`config.mk`:
```
export PLATFORM = sky130hd
export DESIGN_NAME = rect_cmd_sequencer_flat
export DESIGN_NICKNAME = d
export VERILOG_FILES = /design/src/rtl/rect_cmd_sequencer_if.sv /design/src/rtl/rect_cmd_sequencer.sv /design/src/flat_wrapper.sv
export SDC_FILE = /design/constraint.sdc
export NUM_CORES = 1
export LEC_CHECK = 0
export CORE_UTILIZATION = 60
export CTS_BUF_LIST = sky130_fd_sc_hd__clkbuf_2 sky130_fd_sc_hd__clkbuf_4 sky130_fd_sc_hd__clkbuf_8
export DETAILED_ROUTE_END_ITERATION = 10
export HOLD_SLACK_MARGIN = 0.05
export PLACE_DENSITY = 0.88
export SYNTH_ARGS = -nofsm -noshare
export SYNTH_HDL_FRONTEND = slang
export SYNTH_SLANG_ARGS = --single-unit
```
`constraint.sdc`:
```
create_clock -name _clock -period 11.65 [get_ports _clock]
set_input_delay 1.7475 -clock _clock [delete_from_list [all_inputs] [get_ports _clock]]
set_output_delay 1.7475 -clock _clock [all_outputs]
set_load 0.05 [all_outputs]
```
`src/rtl/rect_cmd_sequencer_if.sv`:
```
// Bundled command, drawer and coordinate-output signals of rect_cmd_sequencer.
// The slave modport is the sequencer; the master modport is its surroundings.
interface rect_cmd_sequencer_if;
    logic        cmd_valid;
    logic        cmd_ready;
    logic [31:0] cmd_s_x;
    logic [31:0] cmd_s_y;
    logic [31:0] cmd_height;
    logic [31:0] cmd_width;
    logic        drw_start;
    logic [31:0] drw_s_x;
    logic [31:0] drw_s_y;
    logic [31:0] drw_height;
    logic [31:0] drw_width;
    logic [31:0] drw_out0;
    logic [31:0] drw_out1;
    logic        drw_done;
    logic [31:0] _out0;
    logic [31:0] _out1;
    logic        _valid;
    logic        busy;
    logic [15:0] jobs_done;

    modport slave (
        input  cmd_valid, cmd_s_x, cmd_s_y, cmd_height, cmd_width,
        input  drw_out0, drw_out1, drw_done,
        output cmd_ready, drw_start, drw_s_x, drw_s_y, drw_height, drw_width,
        output _out0, _out1, _valid, busy, jobs_done
    );

    modport master (
        output cmd_valid, cmd_s_x, cmd_s_y, cmd_height, cmd_width,
        output drw_out0, drw_out1, drw_done,
        input  cmd_ready, drw_start, drw_s_x, drw_s_y, drw_height, drw_width,
        input  _out0, _out1, _valid, busy, jobs_done
    );
endinterface

```
`src/rtl/rect_cmd_sequencer.sv`:
```
// Queues rectangle commands and runs them one at a time through an external
// draw_rectangle engine, forwarding its coordinates and counting completed jobs.
module rect_cmd_sequencer #(
    parameter int DEPTH = 4
) (
    input  logic                 _clock,
    input  logic                 _reset,
    rect_cmd_sequencer_if.slave  bus
);
    localparam int PW = $clog2(DEPTH);
    localparam int CW = PW + 1;
    localparam logic [CW-1:0] DEPTH_C = CW'(DEPTH);
    localparam logic [CW-1:0] CNT_ZERO_C = {CW{1'b0}};

    localparam logic [1:0] ST_IDLE   = 2'd0;
    localparam logic [1:0] ST_LAUNCH = 2'd1;
    localparam logic [1:0] ST_RUN    = 2'd2;
    localparam logic [1:0] ST_DROP   = 2'd3;

    logic [127:0]  mem_q [DEPTH];
    logic [PW-1:0] wr_ptr_q, wr_ptr_d;
    logic [PW-1:0] rd_ptr_q, rd_ptr_d;
    logic [CW-1:0] count_q, count_d;
    logic          cmd_ready_q, cmd_ready_d;
    logic [1:0]    state_q, state_d;
    logic          drw_start_q, drw_start_d;
    logic [127:0]  args_q, args_d;
    logic [31:0]   out0_q, out0_d;
    logic [31:0]   out1_q, out1_d;
    logic          valid_q, valid_d;
    logic          busy_q, busy_d;
    logic [15:0]   jobs_done_q, jobs_done_d;

    logic          push_s;
    logic          pop_s;
    logic          coord_s;
    logic [127:0]  head_s;
    logic          head_zero_s;

    // Next-state logic for the command queue, job FSM and output registers.
    always_comb begin
        head_s      = mem_q[rd_ptr_q];
        head_zero_s = (head_s[63:32] == 32'd0) || (head_s[31:0] == 32'd0);
        push_s      = bus.cmd_valid && cmd_ready_q;
        pop_s       = 1'b0;
        state_d     = state_q;

        case (state_q)
            ST_IDLE: begin
                if (count_q != CNT_ZERO_C) begin
                    if (head_zero_s) begin
                        state_d = ST_DROP;
                    end else begin
                        state_d = ST_LAUNCH;
                    end
                end else begin
                    state_d = ST_IDLE;
                end
            end
            ST_DROP: begin
                pop_s   = 1'b1;
                state_d = ST_IDLE;
            end
            ST_LAUNCH: begin
                state_d = ST_RUN;
            end
            ST_RUN: begin
                if (bus.drw_done) begin
                    pop_s   = 1'b1;
                    state_d = ST_IDLE;
                end else begin
                    state_d = ST_RUN;
                end
            end
            default: begin
                state_d = ST_IDLE;
            end
        endcase

        wr_ptr_d = push_s ? (wr_ptr_q + PW'(1)) : wr_ptr_q;
        rd_ptr_d = pop_s  ? (rd_ptr_q + PW'(1)) : rd_ptr_q;

        case ({push_s, pop_s})
            2'b10:   count_d = count_q + CW'(1);
            2'b01:   count_d = count_q - CW'(1);
            default: count_d = count_q;
        endcase

        // Ready looks only at the registered occupancy, so a pop never opens a slot the same cycle.
        cmd_ready_d = (count_d < DEPTH_C);

        if ((state_q == ST_IDLE) && (state_d == ST_LAUNCH)) begin
            args_d = head_s;
        end else begin
            args_d = args_q;
        end

        drw_start_d = (state_d == ST_LAUNCH);

        coord_s = (state_q == ST_RUN) && !bus.drw_done;
        valid_d = coord_s;
        if (coord_s) begin
            out0_d = bus.drw_out0;
            out1_d = bus.drw_out1;
        end else begin
            out0_d = out0_q;
            out1_d = out1_q;
        end

        jobs_done_d = pop_s ? (jobs_done_q + 16'd1) : jobs_done_q;
        busy_d      = (count_d != CNT_ZERO_C) || (state_d != ST_IDLE);
    end

    // Control and output registers; reset aborts any job and empties the queue.
    always_ff @(posedge _clock) begin
        if (_reset) begin
            wr_ptr_q    <= {PW{1'b0}};
            rd_ptr_q    <= {PW{1'b0}};
            count_q     <= CNT_ZERO_C;
            cmd_ready_q <= 1'b0;
            state_q     <= ST_IDLE;
            drw_start_q <= 1'b0;
            args_q      <= 128'd0;
            out0_q      <= 32'd0;
            out1_q      <= 32'd0;
            valid_q     <= 1'b0;
            busy_q      <= 1'b0;
            jobs_done_q <= 16'd0;
        end else begin
            wr_ptr_q    <= wr_ptr_d;
            rd_ptr_q    <= rd_ptr_d;
            count_q     <= count_d;
            cmd_ready_q <= cmd_ready_d;
            state_q     <= state_d;
            drw_start_q <= drw_start_d;
            args_q      <= args_d;
            out0_q      <= out0_d;
            out1_q      <= out1_d;
            valid_q     <= valid_d;
            busy_q      <= busy_d;
            jobs_done_q <= jobs_done_d;
        end
    end

    // Command storage; contents need no reset because occupancy gates every read.
    always_ff @(posedge _clock) begin
        if (push_s && !_reset) begin
            mem_q[wr_ptr_q] <= {bus.cmd_s_x, bus.cmd_s_y, bus.cmd_height, bus.cmd_width};
        end
    end

    assign bus.cmd_ready  = cmd_ready_q;
    assign bus.drw_start  = drw_start_q;
    assign bus.drw_s_x    = args_q[127:96];
    assign bus.drw_s_y    = args_q[95:64];
    assign bus.drw_height = args_q[63:32];
    assign bus.drw_width  = args_q[31:0];
    assign bus._out0      = out0_q;
    assign bus._out1      = out1_q;
    assign bus._valid     = valid_q;
    assign bus.busy       = busy_q;
    assign bus.jobs_done  = jobs_done_q;
endmodule

```
`src/flat_wrapper.sv`:
```
// flat-port wrapper written by rule: the top's interface ports become plain ports
module rect_cmd_sequencer_flat 
#(
    parameter int DEPTH = 4
)
  (_clock, _reset, bus_cmd_valid, bus_cmd_s_x, bus_cmd_s_y, bus_cmd_height, bus_cmd_width, bus_drw_out0, bus_drw_out1, bus_drw_done, bus_cmd_ready, bus_drw_start, bus_drw_s_x, bus_drw_s_y, bus_drw_height, bus_drw_width, bus__out0, bus__out1, bus__valid, bus_busy, bus_jobs_done);
  rect_cmd_sequencer_if bus_i ();
  input  logic _clock;
  input  logic _reset;
  input wire logic [$bits(bus_i.cmd_valid)-1:0] bus_cmd_valid;
  input wire logic [$bits(bus_i.cmd_s_x)-1:0] bus_cmd_s_x;
  input wire logic [$bits(bus_i.cmd_s_y)-1:0] bus_cmd_s_y;
  input wire logic [$bits(bus_i.cmd_height)-1:0] bus_cmd_height;
  input wire logic [$bits(bus_i.cmd_width)-1:0] bus_cmd_width;
  input wire logic [$bits(bus_i.drw_out0)-1:0] bus_drw_out0;
  input wire logic [$bits(bus_i.drw_out1)-1:0] bus_drw_out1;
  input wire logic [$bits(bus_i.drw_done)-1:0] bus_drw_done;
  output wire logic [$bits(bus_i.cmd_ready)-1:0] bus_cmd_ready;
  output wire logic [$bits(bus_i.drw_start)-1:0] bus_drw_start;
  output wire logic [$bits(bus_i.drw_s_x)-1:0] bus_drw_s_x;
  output wire logic [$bits(bus_i.drw_s_y)-1:0] bus_drw_s_y;
  output wire logic [$bits(bus_i.drw_height)-1:0] bus_drw_height;
  output wire logic [$bits(bus_i.drw_width)-1:0] bus_drw_width;
  output wire logic [$bits(bus_i._out0)-1:0] bus__out0;
  output wire logic [$bits(bus_i._out1)-1:0] bus__out1;
  output wire logic [$bits(bus_i._valid)-1:0] bus__valid;
  output wire logic [$bits(bus_i.busy)-1:0] bus_busy;
  output wire logic [$bits(bus_i.jobs_done)-1:0] bus_jobs_done;
  assign bus_i.cmd_valid = bus_cmd_valid;
  assign bus_i.cmd_s_x = bus_cmd_s_x;
  assign bus_i.cmd_s_y = bus_cmd_s_y;
  assign bus_i.cmd_height = bus_cmd_height;
  assign bus_i.cmd_width = bus_cmd_width;
  assign bus_i.drw_out0 = bus_drw_out0;
  assign bus_i.drw_out1 = bus_drw_out1;
  assign bus_i.drw_done = bus_drw_done;
  assign bus_cmd_ready = bus_i.cmd_ready;
  assign bus_drw_start = bus_i.drw_start;
  assign bus_drw_s_x = bus_i.drw_s_x;
  assign bus_drw_s_y = bus_i.drw_s_y;
  assign bus_drw_height = bus_i.drw_height;
  assign bus_drw_width = bus_i.drw_width;
  assign bus__out0 = bus_i._out0;
  assign bus__out1 = bus_i._out1;
  assign bus__valid = bus_i._valid;
  assign bus_busy = bus_i.busy;
  assign bus_jobs_done = bus_i.jobs_done;
  rect_cmd_sequencer #(.DEPTH(DEPTH)) u_core (._clock(_clock), ._reset(_reset), .bus(bus_i));
endmodule
```
After elaboration in Yosys (flattened, before gate mapping)
Memory sizes are Yosys's and may differ from the RTL's. A register that Yosys moved wholly into a read port is not among the register bits.
Index checks and enable logic that the tools add are counted.
{ "word_totals": {"register_bits": 221, "ramBits": 512, "inputBits": 196, "output_inout_bits": 212, "memories": 1} }
{ "mem_list": {"columns": ["memory", "words", "word_bits", "read_ports", "rd_ports_with_merged_regs", "wr", "line", "rtl"], "rows": [
  ["u_core.mem_q", 4, 128, 1, 1, 1, "rect_cmd_sequencer.sv:20", "logic [127:0] mem_q [DEPTH];"]
]} }
{ "op_classes": {"addsub": 5, "n_lt_le_gt_ge": 1, "eq_ne": 6, "n_mux": 11, "n_reduce_logical": 14} }
{ "ops": {"columns": ["operator", "count"], "rows": [
  ["32-bit logical NOT", 2],
  ["16-bit by 1-bit adder with 16-bit output (second input constant)", 1],
  ["2-bit 2-to-1 mux", 5],
  ["2-bit case mux with 4 select lines", 1],
  ["2-bit by 1-bit equality test with 1-bit output (second input constant)", 3],
  ["2-bit equality test (second input constant)", 3],
  ["3-bit case mux with 2 select lines", 1],
  ["3-bit nonzero test", 2],
  ["2-bit by 1-bit adder with 2-bit output (second input constant)", 2],
  ["1-bit logical AND", 4],
  ["3-bit by 1-bit adder with 3-bit output (second input constant)", 1],
  ["3-bit less-than comparator (second input constant)", 1],
  ["1-bit 2-to-1 mux", 3],
  ["3-bit by 1-bit subtractor with 3-bit output (second input constant)", 1],
  ["1-bit logical NOT", 2],
  ["2-bit logical NOT", 1],
  ["1-bit logical OR", 2],
  ["1-bit case mux with 2 select lines", 1],
  ["2-bit nonzero test", 1]
]} }

Longest topological paths before layout
{ "depth": {"ltp_word": 7, "depth_mapped": 10} }

Worst setup path after synthesis
OpenSTA, ideal clock, no wires.
{ "synth_path": {"path_type": "input to register", "from": "in _reset", "to": "mem u_core.mem_q[0][0] (enable)", "setup_ns": 0.503, "arrival_ns": 5.016, "t_required_ns": 11.147, "slack_ns": 6.132, "path_stages": 3, "n_path_buf": 1, "path_cell_list": "clkbuf_1 -> nor2_1 -> and2_1"} }
{ "synth_between": {"elab_chain_cells": 4} }
{ "synth_rtl": {"columns": ["item", "line", "rtl"], "rows": [
  ["start, declared", "flat_wrapper.sv:9", "input logic _reset;"],
  ["1-bit logical NOT", "rect_cmd_sequencer.sv:147", "if (push_s && !_reset) begin"],
  ["1-bit logical AND", "rect_cmd_sequencer.sv:147", null],
  ["1-bit 2-to-1 mux", "rect_cmd_sequencer.sv:147", null],
  ["1-bit 2-to-1 mux (implied by the code)", "rect_cmd_sequencer.sv:148", "mem_q[wr_ptr_q] <= {bus.cmd_s_x, bus.cmd_s_y, bus.cmd_height, bus.cmd_width};"],
  ["end, declared", "rect_cmd_sequencer.sv:20", null]
]} }
Every way passes these cells.

==> flow_metrics.py <==
metrics = {
    "grt": {
        "grt_pass1_vias": 17100,
        "antenna_found_initial": 25,
        "grt_max_degree": 100,
        "grt_pass1_wl_um": 98800,
        "track_usage_pct": 29.7,
        "overflow": 0,
    },
    "yosys": {
        "async_reset_ff_share_pct": 0,
        "synth.area.top_cells": "edfxtp_1 (57%), dfxtp_1 (17%), mux4_2 (11%)",
        "ys_ff_latch": 735,
        "synth_top_cell_area_share_pct": 57.4,
        "synth_edf_count": 512,
        "syn_nets": 1897,
        "synth_largest_area_cell": "edfxtp_1",
        "synthCells": 1694,
        "synth_cell_types": 35,
        "yosysSeqAreaShare_pct": 74.1,
        "syn-cell-area_sq_um": 26800,
        "synth.avg_cell_area_sq_um": 15.8,
        "synth_warnings": 0,
        "synth_ff_type": "edfxtp_1",
    },
    "run": {
        "cap_violations": 0,
    },
    "critical_path": {
        "cp.required_ps": 12240,
        "cp_data_arrival_time_ps": 6070,
        "path_max_fanout": 71,
        "worstSetupPathType": "flop to flop",
        "worstSetupStartpointType": "flop",
        "end_kind": "flop",
    },
    "clocking": {
        "hold_buffers": 0,
        "postCtsSetupRepairBufs": 0,
        "htree_levels": 3,
        "clock_sinks": 735,
        "cts_buffer_depth": 3,
        "tritoncts": "yes",
        "root_buffer": "clkbuf_8",
        "clk-insertion-delay-late_ps": 710,
        "cts_resized": 0,
        "numCtsBuffers": 110,
        "clk_pin_slew_worst_paths_ps": 60,
    },
    "sta": {
        "fin_ws_ps": 6170,
        "rsz0062_at_grt": "false",
        "tns_ps": 0,
        "skew_ps": 33.2,
        "max_freq_mhz": 183,
        "period_share_pct": 47.0,
        "worstMarginPinSlew_ps": 1190,
        "period_needed_ps": 5480,
        "hold_violations": 0,
        "setup_viol": 0,
        "max_slew_margin_pct": 20.1,
        "slew_violations": 0,
    },
    "placement": {
        "io_buffer_count": 407,
        "post-place-ws_ps": 6320,
        "gp_congestion": 0.810,
        "hpwlAfterDp_um": 41800,
        "placed_area_sq_um": 31300,
    },
    "floorplanning": {
        "rows": 77,
        "die_h_um": 213,
        "io_pins": 408,
        "initial_core_util_pct": 60.7,
        "die_w_um": 213,
        "core_sq_um": 44100,
        "die-area_sq_um": 45500,
    },
    "layout": {
        "syn_to_final_growth_pct": 25.7,
        "nFillCells": 2518,
        "fin_nets": 2310,
        "drive_above_1_share_pct": 16.2,
        "multiInputGateArea_sq_um": 6440,
        "seq_area_sq_um": 19800,
        "finalInstanceArea_sq_um": 33600,
    },
    "power_and_ir_drop": {
        "switching_share_pct": 25.6,
        "power.internal_w": 0.00437,
        "p_per_area_nw_per_um2": 175,
        "leakagePower_nw": 10.7,
        "p_seq_share_pct": 50.1,
        "power.total_w": 0.00587,
        "peakVddDrop_v": 0.000135,
        "p_clk_share_pct": 37.2,
        "p_sw_w": 0.00150,
        "combPwrFrac_pct": 12.7,
    },
    "detailed_routing": {
        "via_per_inst": 6.04,
        "dr.pass1.iters": 6,
        "drc": 0,
        "dr_total_vias": 17000,
        "wirelength_um": 68300,
        "drtIter0Drc": 1730,
        "ant_nets": 0,
        "wl_per_cell_um": 24.3,
    },
    "outcome": {
        "status": "completed",
    },
    "worst_hold_path": {
        "min_from": "u_core.bus._out1[0]",
        "hold_class": "flop to flop",
    },
}
==> final timing paths <==
check	cells past startpoint	slack, ps	endpoint
max	10	6170	u_core.args_q[103]
min reg2reg	2	460	u_core.bus._out1[0]
max reg2reg	10	6170	u_core.args_q[103]
min	2	460	u_core.bus._out1[0]
==> registers in the layout (all words and copies together), names as in the netlist, named ones only <==
| signal | count |
|---|---|
| u_core.args_q | 128 |
| u_core.bus._out0 | 32 |
| u_core.bus._out1 | 32 |
| u_core.bus._valid | 1 |
| u_core.bus.busy | 1 |
| u_core.bus.cmd_ready | 1 |
| u_core.bus.drw_start | 1 |
| u_core.bus.jobs_done | 16 |
| u_core.count_q | 3 |
| u_core.mem_q | 512 |
| u_core.rd_ptr_q | 2 |
| u_core.state_q | 2 |
| u_core.wr_ptr_q | 2 |
==> final cells by class <==
class,count,share of cell area [%]
Antenna cell,15,0.112
Clock buffer,187,6.61
Inverter,6,0.0669
Tap cell,592,2.20
Multi-Input combinational cell,830,19.2
Clock inverter,21,0.387
Sequential cell,735,59.0
Timing Repair Buffer,424,12.5
==> through the flow <==
stage / instances / hold slack, ps / utilization (%)
after global routing: 2809 / 476 / 76.2
after global placement: 2587 / 441 / 70.8
final: 2810 / 455 / 76.3
after CTS: 2795 / 455 / 76.2
after detailed placement: 2587 / 446 / 70.8
after floorplan: 1694 / 469 / -
==> cell usage after synthesis, types with 5 or more instances <==
cell type,n
edfxtp_1,512
clkbuf_1,73
xor2_1,13
buf_4,5
nor4_1,16
a21oi_1,197
inv_1,6
clkbuf_2,11
o21ai_0,130
nand2_1,138
dfxtp_1,223
and2_1,5
ha_1,6
nor2_1,30
nand3_1,135
nand4_1,6
buf_1,25
buf_2,8
xnor2_1,6
mux4_2,128
==> power by group through the flow <==
stage	Sequential (W)	Combinational [W]	Clock, W
detailed placement	0.00299	0.000741	0
global route	0.00295	0.000787	0.00233
finish	0.00294	0.000749	0.00218
floorplan	0.00320	0.000231	0
CTS	0.00294	0.000746	0.00221
global placement	0.00299	0.000723	0
==> kinds of logic (layout without fill, tap and decap cells) <==
group | Yosys count | after routing | share of synthesized area (%)
flops | 735 | 735 | 74.1
simple gates | 342 | 342 | 5.80
compound gates | 333 | 333 | 6.32
mux | 129 | 129 | 10.8
buf+inv | 129 | 638 | 2.00
xor+xnor | 19 | 19 | 0.622
fa+ha+maj | 7 | 7 | 0.355
other cells | 0 | 15 | 0
==> cells in the final DEF (no fill, tap or decap), types with 2 or more instances in the layout <==
cell and n:
edfxtp_1 512, clkdlybuf4s50_1 406, dfxtp_1 221, a21oi_1 197, nand2_1 137, nand3_1 135, clkbuf_8 131, o21ai_0 130
mux4_2 128, clkbuf_4 56, nor2_1 30, buf_4 17, nor4_1 16, diode_2 15, xor2_1 13, clkinv_1 10
clkinv_2 7, xnor2_1 6, inv_1 6, nand4_1 6, ha_1 6, and2_4 4, nor2b_1 2, nor3_2 2
and4_1 2, or3_1 2, dfxtp_4 2
==> layer usage <==
layer / vias up / track usage, % / part of all wire, %
met5: - / 0 / 0.17
met4: 16 / 17.0 / 3.9
met3: 158 / 9.05 / 10
met2: 949 / 48.4 / 51
met1: 8474 / 35.3 / 35
li1: 7370 / - / -
==> worst max-delay path, stage by stage (launching register included) <==
cell,delay (ps)
dfxtp_4,420
buf_4,780
buf_4,820
mux4_2,500
nor4_1,490
nand4_1,330
o22ai_4,180
buf_4,480
buf_4,700
o21ai_0,260
a21oi_1,230
No activity file was read; power rests on OpenSTA's default activity.
